## config.mk

```make
export PLATFORM = sky130hd
export DESIGN_NAME = microcode_sequencer
export DESIGN_NICKNAME = d
export VERILOG_FILES = /design/src/rtl/microcode_sequencer.sv
export SDC_FILE = /design/constraint.sdc
export NUM_CORES = 1
export LEC_CHECK = 0
export CORE_UTILIZATION = 45
export DETAILED_ROUTE_END_ITERATION = 6
export PLACE_DENSITY = 0.67
export SLEW_MARGIN = 10
export SYNTH_ARGS = -nofsm -noshare
export SYNTH_HDL_FRONTEND = slang
export SYNTH_SLANG_ARGS = --single-unit
```

## constraint.sdc

```tcl
create_clock -name clk -period 2.7 [get_ports clk]
set_input_delay 0.405 -clock clk [delete_from_list [all_inputs] [get_ports clk]]
set_output_delay 0.405 -clock clk [all_outputs]
set_load 0.01 [all_outputs]
```

## src/rtl/microcode_sequencer.sv

```systemverilog
// rtl/microcode_sequencer.sv - micro-program counter with dispatch, jumps, call/return stack and halt
module microcode_sequencer #(
  parameter int                 UPC_W       = 6,
  parameter logic [UPC_W-1:0]   RESET_ADDR  = '0,
  parameter logic [UPC_W-1:0]   FETCH_ADDR  = '0,
  parameter int                 STACK_DEPTH = 4
) (
  input  logic             clk,
  input  logic             rst_n,
  input  logic             stall,
  input  logic [UPC_W-1:0] rom_offset,
  input  logic [2:0]       uc_seq,
  input  logic [UPC_W-1:0] uc_target,
  input  logic [1:0]       uc_cond,
  input  logic             flag_z,
  input  logic             flag_c,
  input  logic             flag_n,
  input  logic             resume,
  output logic [UPC_W-1:0] upc,
  output logic             dispatch,
  output logic             halted,
  output logic             fault,
  output logic [2:0]       depth
);

  localparam int         SP_W = (STACK_DEPTH > 1) ? $clog2(STACK_DEPTH) : 1;
  localparam logic [3:0] FULL = 4'(STACK_DEPTH);

  localparam logic [2:0] SEQ_NEXT     = 3'd0;
  localparam logic [2:0] SEQ_DISPATCH = 3'd1;
  localparam logic [2:0] SEQ_JUMP     = 3'd2;
  localparam logic [2:0] SEQ_CJUMP    = 3'd3;
  localparam logic [2:0] SEQ_FETCH    = 3'd4;
  localparam logic [2:0] SEQ_HALT     = 3'd5;
  localparam logic [2:0] SEQ_CALL     = 3'd6;
  localparam logic [2:0] SEQ_RET      = 3'd7;

  typedef enum logic [1:0] {S_RUN, S_HALT, S_FAULT} state_t;

  state_t           state;
  logic [3:0]       cnt;
  logic [3:0]       cnt_m1;
  logic [UPC_W-1:0] upc_inc;
  logic [UPC_W-1:0] stack_mem [STACK_DEPTH];
  logic             cond_ok;
  logic             step_en;
  logic             push;

  assign upc_inc  = upc + {{(UPC_W-1){1'b0}}, 1'b1};
  assign cnt_m1   = cnt - 4'd1;
  assign step_en  = (state == S_RUN) && !stall;
  assign dispatch = step_en && (uc_seq == SEQ_DISPATCH);
  assign push     = step_en && (uc_seq == SEQ_CALL) && (cnt != FULL);
  // A full stack of 8 reads back as 0 on the 3-bit depth port.
  assign depth    = cnt[2:0];

  always_comb begin
    cond_ok = 1'b0;
    case (uc_cond)
      2'd0:    cond_ok = 1'b1;
      2'd1:    cond_ok = flag_z;
      2'd2:    cond_ok = flag_c;
      default: cond_ok = flag_n;
    endcase
  end

  // Stack storage is kept out of the reset domain; only cnt defines validity.
  always_ff @(posedge clk) begin
    if (push) stack_mem[cnt[SP_W-1:0]] <= upc_inc;
  end

  always_ff @(posedge clk or negedge rst_n) begin
    if (!rst_n) begin
      upc    <= RESET_ADDR;
      cnt    <= 4'd0;
      state  <= S_RUN;
      halted <= 1'b0;
      fault  <= 1'b0;
    end else begin
      case (state)
        S_RUN: begin
          if (!stall) begin
            case (uc_seq)
              SEQ_NEXT:     upc <= upc_inc;
              SEQ_DISPATCH: upc <= rom_offset;
              SEQ_JUMP:     upc <= uc_target;
              SEQ_CJUMP:    upc <= cond_ok ? uc_target : upc_inc;
              SEQ_FETCH:    upc <= FETCH_ADDR;
              SEQ_HALT: begin
                state  <= S_HALT;
                halted <= 1'b1;
              end
              SEQ_CALL: begin
                if (cnt == FULL) begin
                  state <= S_FAULT;
                  fault <= 1'b1;
                end else begin
                  upc <= uc_target;
                  cnt <= cnt + 4'd1;
                end
              end
              default: begin
                if (cnt == 4'd0) begin
                  state <= S_FAULT;
                  fault <= 1'b1;
                end else begin
                  upc <= stack_mem[cnt_m1[SP_W-1:0]];
                  cnt <= cnt_m1;
                end
              end
            endcase
          end
        end
        S_HALT: begin
          if (resume) begin
            upc    <= FETCH_ADDR;
            state  <= S_RUN;
            halted <= 1'b0;
          end
        end
        default: ;
      endcase
    end
  end

endmodule

```

# ---- Word level (Yosys, flattened, before mapping)
# Memory sizes are Yosys's and may differ from the RTL's.
# Cells that the tools add are included.
dict set report word_totals {
  in_bits 24
  regBits 14
  ram_bits 24
  mem_count 1
}
dict set report op_classes {
  n_reduce_logical 18
  addsub 3
  n_eq_ne 23
  muxes 26
  n_bitwise 2
}
# memory words word_bits rd rd_ports_with_merged_regs wr line_no
set memory_table {}
lappend memory_table {stack_mem 4 6 1 0 1 44} ;# logic [UPC_W-1:0] stack_mem [STACK_DEPTH];
# op n
set ops {}
lappend ops {{$pmux 6 s7} 1}
lappend ops {{$mux 6} 5}
lappend ops {{$ne 2x2->1 const B} 6}
lappend ops {{$pmux 6 s2} 1}
lappend ops {{$reduce_and 6->1} 2}
lappend ops {{$reduce_and 5->1} 2}
lappend ops {{$eq 3x3->1 const B} 3}
lappend ops {{$mux 2} 4}
lappend ops {{$mux 4} 2}
lappend ops {{$ne 8x4->1 const B} 1}
lappend ops {{$pmux 4 s2} 1}
lappend ops {{$mux 1} 7}
lappend ops {{$add 6x1->6 const B} 1}
lappend ops {{$eq 3x2->1 const B} 2}
lappend ops {{$pmux 2 s3} 1}
lappend ops {{$reduce_or 6->1} 1}
lappend ops {{$reduce_or 5->1} 1}
lappend ops {{$add 4x1->4 const B} 1}
lappend ops {{$eq 2x1->1 const B} 2}
lappend ops {{$eq 4x3->1 const B} 1}
lappend ops {{$logic_and 1x1->1} 4}
lappend ops {{$logic_not 2->1} 2}
lappend ops {{$logic_not 4->1} 1}
lappend ops {{$ne 2x1->1 const B} 2}
lappend ops {{other kinds (15)} 18}

# ---- Logic depth before layout (Yosys ltp)
dict set report logic_depth {
  depth_word 6
  depth_mapped 8
}

# ---- Least setup slack after synthesis
# Ideal clock, no wire load.
dict set report synth_timing {
  kind {reg2reg}
  from {register cnt[0]}
  to {register upc[5]}
  synth_period_minus_slack_ns 2.100
  setup_slack_ns 0.600
  stages_incl_launch_ff 9
  arrival_ns 2.000
  required_time_ns 2.599
  cell_sequence {dfrtp_1 > buf_2 > inv_1 > ha_1 > buf_1 > mux4_2 > a21oi_1 > a211o_1 > o32ai_1}
}
dict set report synth_between {
  elab_chain_cells 6
  word_cells_on_any_way 11
  cone_classes {1 x add/sub; 3 x eq/ne; 4 x mux; 2 x reduce/logical; 1 x memory}
}
# element line_no
set synth_rtl {}
lappend synth_rtl {{start: declaration} 41} ;# logic [3:0] cnt;
lappend synth_rtl {{start signal: assignment} 99} ;# cnt <= cnt + 4'd1;
lappend synth_rtl {{start signal: assignment} 108} ;# cnt <= cnt_m1;
lappend synth_rtl {{$sub 4x1->4} 50} ;# assign cnt_m1 = cnt - 4'd1;
lappend synth_rtl {{$mem_v2 4x6} --}
lappend synth_rtl {{$mux 6} 103} ;# if (cnt == 4'd0) begin
lappend synth_rtl {{$pmux 6 s7} 83} ;# case (uc_seq)
lappend synth_rtl {{$mux 6} 82} ;# if (!stall) begin
lappend synth_rtl {{$pmux 6 s2} 80} ;# case (state)
lappend synth_rtl {{end signal: assignment} 84} ;# SEQ_NEXT: upc <= upc_inc;
lappend synth_rtl {{end signal: assignment} 85} ;# SEQ_DISPATCH: upc <= rom_offset;
lappend synth_rtl {{end signal: assignment} 86} ;# SEQ_JUMP: upc <= uc_target;
lappend synth_rtl {{end: declaration} 19} ;# output logic [UPC_W-1:0] upc,
# Parallel ways exist; a longest one is shown, timed or not. The select of a mux whose other input is x is not followed.
# A chain may end at the register's enable or synchronous reset.

# ---- Worst setup path in the final report
dict set report layout_timing {
  from {input port stall}
  to {output port dispatch}
}
dict set report layout_between {
  elab_chain_cells 3
}
# element line_no
set layout_rtl {}
lappend layout_rtl {{start: declaration} 10} ;# input logic stall,
lappend layout_rtl {{$logic_not 1->1} --}
lappend layout_rtl {{$logic_and 1x1->1} 51} ;# assign step_en = (state == S_RUN) && !stall;
lappend layout_rtl {{$logic_and 1x1->1} 52} ;# assign dispatch = step_en && (uc_seq == SEQ_DISPATCH);
lappend layout_rtl {{end: declaration} 20} ;# output logic dispatch,
# Every way passes these cells.

==> load_flow_metrics.sql <==
INSERT INTO impl_metrics (metric_group, metric, value, unit) VALUES
('sta', 'report.final.slew_viol_count', '0', ''),
('synthesis', 'adder_cell_share_of_the_synthesized_area', '0.03054', ''),
('drt', 'route.detailed.vias_per_inst', '5.932', ''),
('synthesis', 'synth_compound_gate_area_share', '0.1674', ''),
('job', 'max_cap_violations', '0', ''),
('layout', 'area_occupied_by_multi_input_gates', '872.1', 'um2'),
('power_and_ir_drop', 'pwr-share-seq', '0.381', ''),
('power_and_ir_drop', 'power.share.switching', '0.3456', ''),
('placed_design', 'place.detailed.hpwl', '3414', 'um'),
('clock_network', 'post-cts-setup-buffer-count', '0', ''),
('critical_path', 'crit_end_category', 'primary output', ''),
('sta', 'fin_tns_setup', '0', 'ns'),
('sta', 'worst_clock_skew', '0.004465', 'ns'),
('synthesis', 'synth_mux_area_frac', '0.08186', ''),
('clock_network', 'root_buf_cell', 'clkbuf_8', ''),
('layout', 'num_antenna_cells', '0', ''),
('critical_path', 'timing.critical_path.arrival', '1.94', 'ns'),
('drt', 'drt_first_pass_iters', '7', ''),
('critical_path', 'timing.critical_path.slowest_cell_delay', '0.56', 'ns'),
('clock_network', 'worstSkewPairLatency', '0.29', 'ns'),
('clock_network', 'postCtsHoldBufs', '0', ''),
('sta', 'hold_viol', '0', ''),
('sta', 'worst_slew_margin_rel', '0.5473', ''),
('synthesis', 'number_of_warnings_reported_in_the_yosys_synthesis_log', '0', ''),
('clock_network', 'cts_resized', '0', ''),
('grt', 'antenna_found_initial', '0', ''),
('layout', 'layout-area-overhead-vs-synth', '25.47', '%'),
('drt', 'routed_wirelength', '4576', 'um'),
('critical_path', 'worstSetupPathType', 'input port to primary output', ''),
('synthesis', 'post_synth_and_or_nand_nor_area_fraction', '0.1075', ''),
('synthesis', 'syn-instance-count', '173', ''),
('floorplan', 'die_y', '69.47', 'um'),
('power_and_ir_drop', 'post-layout-total-power', '2347', 'uW'),
('clock_network', 'clkSinkCount', '38', ''),
('synthesis', 'netlist_area', '2048', 'um2'),
('drt', 'drt_iter0_markers', '159', ''),
('critical_path', 'cp-start-kind', 'input port', ''),
('layout', 'finish.utilization', '0.5902', ''),
('floorplan', 'num_rows', '24', ''),
('grt', 'grt_pass1_vias', '1506', ''),
('layout', 'layout-drive-gt1-share', '0.1179', ''),
('layout', 'final_cell_area', '2570', 'um2'),
('outcome', 'run_status', 'finished, final reports clean', ''),
('synthesis', 'ys_ff_latch', '38', ''),
('placed_design', 'dpl_cell_area', '2456', 'um2'),
('synthesis', 'synth.yosys.seq_area_share', '0.5229', ''),
('synthesis', 'synthXorXnorAreaFrac', '0.03849', ''),
('critical_path', 'worstPathBufferInverterCount', '2', ''),
('clock_network', 'clkSlewWorstSetupHoldPaths', '0.08', 'ns'),
('synthesis', 'main_combinational_cell_family_by_area_after_synthesis', 'compound AO/OA/AOI/OAI gates', ''),
('hold_path', 'hold_class', 'register to register', ''),
('placed_design', 'port_buffers', '35', ''),
('power_and_ir_drop', 'power.share.clock', '0.209', ''),
('clock_network', 'h_tree_levels', '2', ''),
('power_and_ir_drop', 'combinational_cell_fraction_of_total_power', '0.410', ''),
('synthesis', 'ys_dominant_reg_cell', 'edfxtp_1', ''),
('grt', 'grt_first_pass_wirelength', '7479', 'um'),
('critical_path', 'path_cells', 'clkdlybuf4s50_1 > or3_1 > nor3_1 > clkdlybuf4s50_1', ''),
('layout', 'fin_nets', '240', ''),
('floorplan', 'core_area', '4354', 'um2'),
('power_and_ir_drop', 'cellLeakagePower', '0.0009669', 'uW'),
('synthesis', 'synth.avg_cell_area', '11.84', 'um2'),
('synthesis', 'synthesis.nets', '202', ''),
('sta', 'timing.final.setup_violations', '0', ''),
('critical_path', 'crit_top_cell', 'clkdlybuf4s50_1', ''),
('sta', 'final.period_utilization', '0.8692', ''),
('critical_path', 'timing.critical_path.slowest_stage_cell', 'clkdlybuf4s50_1', ''),
('layout', 'area.sequential', '1071', 'um2'),
('critical_path', 'cpLargestDelayFamily', 'buffers and inverters', ''),
('power_and_ir_drop', 'internal_power', '1536', 'uW'),
('sta', 'unrepaired_setup_endpoints_after_global_routing', 'no', '');
[flip-flops by register name, indices dropped and copies added, names as in the netlist]
register and count:
stack_mem 24, state 2, fault 1, cnt 4, upc 6, halted 1
[layer usage]
metal / track usage / wire length (um)
met5: 0 / 0
met4: 0.04762 / 28
met3: 0.04360 / 214
met2: 0.3398 / 2335
met1: 0.2698 / 1997
[power by group through the flow]
stage	Combinational (uW)	Clock (uW)	Sequential, uW
2_1_floorplan	600	0	909
3_3_place_gp	940	0	895
3_5_place_dp	962	0	906
4_1_cts	967	497	894
5_1_grt	1050	525	911
6_report	962	491	895
[Yosys cell counts, types with 2 or more instances]
| cell | n | area share |
|---|---|---|
| nand2_1 | 8 | 0.015 |
| a21oi_1 | 11 | 0.027 |
| a221oi_1 | 3 | 0.013 |
| inv_1 | 14 | 0.026 |
| o21ai_1 | 2 | 0.0049 |
| nor2_1 | 5 | 0.0092 |
| nand3_1 | 5 | 0.012 |
| o21ai_0 | 5 | 0.012 |
| a21o_1 | 2 | 0.0073 |
| buf_2 | 3 | 0.0073 |
| mux4_2 | 6 | 0.066 |
| xnor2_1 | 6 | 0.026 |
| edfxtp_1 | 24 | 0.35 |
| nor2b_1 | 2 | 0.0061 |
| a2bb2oi_1 | 2 | 0.0086 |
| a31oi_1 | 2 | 0.0061 |
| nor3_1 | 4 | 0.0098 |
| and2_1 | 6 | 0.018 |
| a221o_1 | 3 | 0.015 |
| clkbuf_1 | 2 | 0.0037 |
| buf_4 | 3 | 0.011 |
| ha_1 | 5 | 0.031 |
| a222oi_1 | 3 | 0.015 |
| dfrtp_1 | 14 | 0.17 |
| or2_2 | 2 | 0.0061 |
| o32ai_1 | 6 | 0.026 |
| xor2_1 | 3 | 0.013 |
| buf_1 | 2 | 0.0037 |
[area by class of cell]
class                      instances  area share
clock buffer                       5     0.02678
sequential                        38      0.4167
clock inverter                     3     0.01753
timing repair buffer              41      0.1538
tap                               52     0.02532
inverter                          14     0.02045
multi-input combinational        111      0.3393
[stage by stage]
| step | setup WS (ns) | hold WS (ns) | std cells |
|---|---|---|---|
| finish | 0.3531 | 0.4823 | 264 |
| global route | 0.2637 | 0.4998 | 264 |
| CTS | 0.3374 | 0.4869 | 264 |
| detailed placement | 0.3203 | 0.4563 | 256 |
| global placement | 0.3399 | 0.4545 | 256 |
| floorplan | 0.5997 | 0.1094 | 173 |
[cells in the final DEF (no fill, tap or decap), types with 3 or more instances in the layout]
cell / netlist / routed
a221o_1: 3 / 3
a21oi_1: 11 / 11
o32ai_1: 6 / 6
xor2_1: 3 / 3
inv_1: 14 / 14
mux4_2: 6 / 6
clkbuf_8: 0 / 5
nand2_1: 8 / 8
buf_4: 3 / 6
and2_1: 6 / 6
clkdlybuf4s50_1: 0 / 35
ha_1: 5 / 5
a222oi_1: 3 / 3
nor3_1: 4 / 4
nor2_1: 5 / 5
edfxtp_1: 24 / 24
dfrtp_1: 14 / 14
nand3_1: 5 / 5
a221oi_1: 3 / 3
o21ai_0: 5 / 5
xnor2_1: 6 / 6
[cells by family (layout without fill, tap and decap cells)]
kind of cell               after synthesis  count (layout)
buffers and inverters                   24              63
adders and majority gates                5               5
DFF                                     38              38
muxes                                    9               9
AOI/OAI and AO/OA                       47              47
xor gates and xnor gates                 9               9
and+or+nand+nor                         41              41
[worst paths after layout]
path / from / to / slack [ns] / cells after the start
worst max-delay path: stall / dispatch / 0.35 / 4
worst min-delay path: fault / fault / 0.48 / 1
worst max register to register: cnt[1] / upc[5] / 0.72 / 7
worst min register to register: fault / fault / 0.48 / 1
max in group asynchronous: rst_n / upc[1] / 1.75 / 1
min in group asynchronous: rst_n / upc[0] / 0.52 / 1
Note: power is estimated with default switching activity, not from simulation.
